`src/rtl/sram8_bus_responder.sv`:
```
// rtl/sram8_bus_responder.sv - CPU bus responder for an external 8-bit asynchronous SRAM
// Optional one-entry read buffer: define SRAM8_RDBUF_EN.
module sram8_bus_responder #(
  parameter logic [3:0] ADDR_HI     = 4'h6,
  parameter int         SRAM_AW     = 19,
  parameter int         WAIT_CYCLES = 1
) (
  input  logic               clk_i,
  input  logic               rst_i,
  input  logic [31:0]        addr_i,
  input  logic [31:0]        data_i,
  input  logic [3:0]         data_w_i,
  input  logic [2:0]         data_mode_i,
  output logic [31:0]        data_o,
  output logic               stall_o,
  output logic [SRAM_AW-1:0] sram_addr_o,
  input  logic [7:0]         sram_data_i,
  output logic [7:0]         sram_data_o,
  output logic               sram_data_oe_o,
  output logic               sram_ce_n_o,
  output logic               sram_oe_n_o,
  output logic               sram_we_n_o
);

  localparam logic [1:0] ST_IDLE   = 2'd0;
  localparam logic [1:0] ST_ACCESS = 2'd1;
  localparam logic [1:0] ST_DONE   = 2'd2;
  localparam logic [3:0] WAIT_LAST = 4'(WAIT_CYCLES);

  logic [1:0]         state;
  logic [SRAM_AW-3:0] word_q;
  logic [31:0]        wdata_q;
  logic [31:0]        rdata_q;
  logic [3:0]         be_q;
  logic [3:0]         wait_q;
  logic [1:0]         lane_q;
  logic               after_done_q;

  logic               req;
  logic               hit;
  logic               start;
  logic               is_read;
  logic               last_count;
  logic               last_lane;
  logic [2:0]         first_wr_lane;
  logic [2:0]         next_wr_lane;
  logic [1:0]         first_lane;
  logic [1:0]         next_lane;
  logic [SRAM_AW-3:0] word_in;
  logic               unused_bits;

  // Lowest enabled lane at or above 'from'; 4 means no lane left.
  function automatic logic [2:0] find_lane(input logic [3:0] be, input logic [2:0] from);
    find_lane = 3'd4;
    for (int i = 3; i >= 0; i--) begin
      if (be[i] && (3'(i) >= from)) find_lane = 3'(i);
    end
  endfunction

  assign unused_bits = ^{data_mode_i, addr_i[27:SRAM_AW], addr_i[1:0], first_wr_lane[2]};

  // Request decode and lane sequencing; the cycle after DONE is masked so a held bus cannot re-trigger.
  always_comb begin
    word_in       = addr_i[SRAM_AW-1:2];
    req           = (addr_i[31:28] == ADDR_HI) && (state == ST_IDLE) && !after_done_q && !rst_i;
    first_wr_lane = find_lane(data_w_i, 3'd0);
    first_lane    = (data_w_i == 4'b0000) ? 2'd0 : first_wr_lane[1:0];
    is_read       = (be_q == 4'b0000);
    next_wr_lane  = find_lane(be_q, {1'b0, lane_q} + 3'd1);
    last_count    = (wait_q == WAIT_LAST);
    last_lane     = is_read ? (lane_q == 2'd3) : next_wr_lane[2];
    next_lane     = is_read ? (lane_q + 2'd1) : next_wr_lane[1:0];
  end

  assign start   = req && !hit;
  assign stall_o = start || (state == ST_ACCESS);

`ifdef SRAM8_RDBUF_EN
  logic               buf_valid;
  logic [SRAM_AW-3:0] buf_tag;
  logic [31:0]        buf_data;

  // A read of the buffered word is answered in the request cycle without touching the SRAM.
  always_comb begin
    hit = req && (data_w_i == 4'b0000) && buf_valid && (buf_tag == word_in);
  end

  assign data_o = hit ? buf_data : rdata_q;

  // Buffer is filled when a read completes and kept coherent by merging completed writes.
  always_ff @(posedge clk_i or posedge rst_i) begin
    if (rst_i) begin
      buf_valid <= 1'b0;
      buf_tag   <= '0;
      buf_data  <= 32'h0;
    end else if (state == ST_DONE) begin
      if (is_read) begin
        buf_valid <= 1'b1;
        buf_tag   <= word_q;
        buf_data  <= rdata_q;
      end else if (buf_valid && (buf_tag == word_q)) begin
        for (int i = 0; i < 4; i++) begin
          if (be_q[i]) buf_data[8*i +: 8] <= wdata_q[8*i +: 8];
        end
      end
    end
  end
`else
  assign hit    = 1'b0;
  assign data_o = rdata_q;
`endif

  // SRAM pins are driven only while a byte cycle is in progress; async reset clears them at once.
  always_comb begin
    sram_addr_o    = '0;
    sram_data_o    = 8'h00;
    sram_data_oe_o = 1'b0;
    sram_ce_n_o    = 1'b1;
    sram_oe_n_o    = 1'b1;
    sram_we_n_o    = 1'b1;
    if (state == ST_ACCESS) begin
      sram_addr_o = {word_q, lane_q};
      sram_ce_n_o = 1'b0;
      if (is_read) begin
        sram_oe_n_o = 1'b0;
      end else begin
        sram_we_n_o    = 1'b0;
        sram_data_oe_o = 1'b1;
        sram_data_o    = wdata_q[{lane_q, 3'b000} +: 8];
      end
    end
  end

  // Access sequencer: latch request, walk lanes with wait states, report completion.
  always_ff @(posedge clk_i or posedge rst_i) begin
    if (rst_i) begin
      state        <= ST_IDLE;
      word_q       <= '0;
      wdata_q      <= 32'h0;
      rdata_q      <= 32'h0;
      be_q         <= 4'h0;
      wait_q       <= 4'h0;
      lane_q       <= 2'd0;
      after_done_q <= 1'b0;
    end else begin
      after_done_q <= (state == ST_DONE);
      case (state)
        ST_IDLE: begin
          if (start) begin
            word_q  <= word_in;
            wdata_q <= data_i;
            be_q    <= data_w_i;
            lane_q  <= first_lane;
            wait_q  <= 4'h0;
            state   <= ST_ACCESS;
          end else if (hit) begin
            rdata_q <= data_o;
          end
        end
        ST_ACCESS: begin
          if (last_count) begin
            wait_q <= 4'h0;
            if (is_read) rdata_q[{lane_q, 3'b000} +: 8] <= sram_data_i;
            if (last_lane) state <= ST_DONE;
            else lane_q <= next_lane;
          end else begin
            wait_q <= wait_q + 4'd1;
          end
        end
        ST_DONE: state <= ST_IDLE;
        default: state <= ST_IDLE;
      endcase
    end
  end

endmodule

```
`config.mk`:
```
export PLATFORM = sky130hd
export DESIGN_NAME = sram8_bus_responder
export DESIGN_NICKNAME = d
export VERILOG_FILES = /design/src/rtl/sram8_bus_responder.sv
export SDC_FILE = /design/constraint.sdc
export NUM_CORES = 1
export LEC_CHECK = 0
export BUFFER_PORTS_ARGS = -buffer_cell sky130_fd_sc_hd__buf_2
export CAP_MARGIN = 25
export CORE_MARGIN = 10
export CORE_UTILIZATION = 30
export DETAILED_ROUTE_END_ITERATION = 12
export REMOVE_ABC_BUFFERS = 1
export SLEW_MARGIN = 20
export SYNTH_ARGS = -nofsm -noshare
export SYNTH_HDL_FRONTEND = slang
export SYNTH_SLANG_ARGS = --single-unit
```
`constraint.sdc`:
```
create_clock -name clk_i -period 8.82 [get_ports clk_i]
set_clock_uncertainty 0.15 [all_clocks]
set_input_delay 0.882 -clock clk_i [delete_from_list [all_inputs] [get_ports clk_i]]
set_output_delay 0.882 -clock clk_i [all_outputs]
set_load 0.02 [all_outputs]
```
==> impl_metrics.tcl <==
set metrics [dict create \
    pin_count 145 \
    ys_top_cells_by_area "dfrtp_1, mux2_2, nand2_1" \
    finalMaxSlewViolations 0 \
    leakage_uw 0.00267 \
    worstSetupPathType "in -> out" \
    cts_resized 0 \
    cp_num_buf_inv 2 \
    area_growth_pct 25.2 \
    hpwl_um 8420 \
    powerDensity_nw_per_um2 356 \
    synth.distinct_cells 40 \
    worstPathRequired_ns 7.79 \
    layout_commonest_cell "buf_2" \
    num-fill-cells 1408 \
    die_w_um 140 \
    setup_violations 0 \
    end_kind "primary output" \
    core_sq_um 14000 \
    maxSlewHeadroom_pct 38.5 \
    antenna_found_initial 0 \
    hold_class "reg -> reg" \
    r2r_cells 5 \
    fin_tns_setup_ns 0 \
    grt_setup_unrepaired "false" \
    whs_endpoint "data_o[11]" \
    worst_ep_arrival_time_ns 2.37 \
    grt_pass1_vias 3467 \
    io_buffers 130 \
    grt_pass1_wl_um 18400 \
    drv.max_cap_violation_count 0 \
    via_per_inst 4.70 \
    clock_sinks 94 \
    clockBufferDepth 2 \
    postRouteAntennaNets 0 \
    syn_avg_cell_area_sq_um 11.6 \
    crit_slowest_cell "nand2b_4" \
    grt_overflow 0 \
    cts_inserted_buffers 9 \
    drt-total-wl_um 11200 \
    holdPathStages 2 \
    vdd_drop_max_mv 0.132 \
    grtUsageTotal_pct 11.6 \
    hold_buffers 0 \
    final_util_pct 38.7 \
    synth_area_sq_um 4320 \
    syn_inst 371 \
    slowest_delay_ns 0.53 \
    synth_warnings 0 \
    yosysSeqAreaShare_pct 54.4 \
    fin_crit_sh_pct 38.6 \
    yosysTopAreaCell "dfrtp_1" \
    synth_top_area_share_pct 54.4 \
    p_total_uw 1920 \
    placed_cells 665 \
    insertion_delay_ns 0.34 \
    worst_slew_pin_slew_ns 0.922 \
    r2r-start "lane_q[0]" \
    hold_start "data_o[11]" \
    fp.dieH_um 140 \
    clkTransAtPathRegs_ns 0.08 \
    crit_chain "buf_2 > nor4b_2 > nand3b_1 > nand2b_4 > nand2_1 > buf_2" \
    grt_max_degree 60 \
    finalHoldViolCount 0 \
    clock.fmax_ghz 0.294 \
    critPathLaunchType "primary input" \
    core.rowCount 43 \
    cts_setup_buffers 0 \
    gp_congestion 0.872 \
    cp_max_fo 59 \
    dp_slack_ns 5.39 \
    root_buffer "clkbuf_16" \
    status "finished clean" \
    synth_seq_cells 94 \
    post-route-drc-count 0 \
    setup_ws_ns 5.42 \
    post-route-min-period_ns 3.40 \
    wl_per_cell_um 16.5 \
    cts_tree "done" \
    post_layout_nonfiller_instances 682 \
    drive_gt1_share_pct 42.8 \
    antennaDiodeCount 0 \
    drtPass1Iterations 4 \
    nNetsFinal 586 \
    final_cell_mix "buf_2, dfrtp_1, nand2_1, mux2_2, o21ai_0" \
    crit_family "simple AND/OR/NAND/NOR gates" \
    cts_max_level 3 \
    drtIter0Drc 169 \
    worst_path_most_repeated_cell "buf_2" \
    vias 3205 \
    die_area_sq_um 19600 \
    r2r_end "data_o[21]" \
    start_util_pct 30.9 \
    r2r_slack_ns 5.82 \
]
cell type report:
| cell class | instances | area, sq um | share of cell area (%) |
|---|---|---|---|
| clock buffers | 9 | 225 | 4.16 |
| clock inverters | 7 | 66.3 | 1.23 |
| inverters | 7 | 28.8 | 0.532 |
| multi-input cells | 253 | 1840 | 34.0 |
| flip-flops and latches | 94 | 2350 | 43.5 |
| well taps | 180 | 225 | 4.16 |
| repair buffers | 132 | 673 | 12.4 |
cell usage after synthesis:
library cell  count
and2_1           18
nor2b_1           2
buf_2             8
dfrtp_1          94
o21ai_0          31
o21bai_1          1
o41ai_1           1
nor4b_2           1
buf_6             4
o21ai_1           7
o32ai_1           1
a41oi_1           2
and3_1            9
nor3b_1           5
clkbuf_1          5
inv_2             1
mux2_2           49
ha_1              8
nand2_2           1
and2b_1           1
nor4_2            1
a21oi_1           3
nand2b_4          1
mux2i_1           3
xor2_1            1
a2bb2oi_1         1
nor2_2            1
inv_1             6
a31oi_1           1
nand3_1           5
mux2_4            3
mux4_2            8
nand3b_1          1
nor2_1            6
or4_1             1
nor3_1            1
nand2_1          74
nand2b_1          2
o22ai_1           1
o31ai_1           2
report_power, final:
part | internal [uW] | switching [uW] | total, uW
Sequential | 619 | 134 | 753
Clock | 198 | 179 | 377
Combinational | 346 | 448 | 794
Total | 1160 | 761 | 1920
cell families after synthesis:
kind of cell / share of synthesized area, %
DFF: 54.4
buffers and inverters: 3.01
xor gates and xnor gates: 0.203
muxes: 18.7
AOI/OAI and AO/OA: 6.57
and+or+nand+nor: 14.8
adders and majority gates: 2.32
registers in the layout (all words and copies together), names as in the netlist:
name,cells
wait_q,4
state,2
lane_q,2
be_q,4
after_done_q,1
wdata_q,32
word_q,17
data_o,32
worst max path at each step:
stage	depth (start not counted)	startpoint	end
5_1_grt	6	addr_i[31]	stall_o
3_3_place_gp	6	addr_i[31]	stall_o
2_1_floorplan	1	rst_i	after_done_q
6_report	6	addr_i[31]	stall_o
4_1_cts	5	state[1]	sram_we_n_o
3_5_place_dp	6	addr_i[31]	stall_o
metal layers:
layer	global-route usage, %	routed length (um)
met3	4.70	760
met2	19.3	5560
met5	0	0
met4	3.15	118
met1	13.4	4790
stage by stage:
stage,hold slack (ns),instance area [sq um]
2_1_floorplan,0.321,4220
3_3_place_gp,0.311,5100
3_5_place_dp,0.317,5100
4_1_cts,0.334,5390
5_1_grt,0.359,5410
6_report,0.328,5410
worst register-to-register path, stage by stage (launching register included):
cell     delay, ns
dfrtp_1       0.95
inv_1         0.32
ha_1          0.46
nor3b_1       0.71
nand2_1       0.14
o21ai_0       0.18
Note: power is estimated with default switching activity, not from simulation.
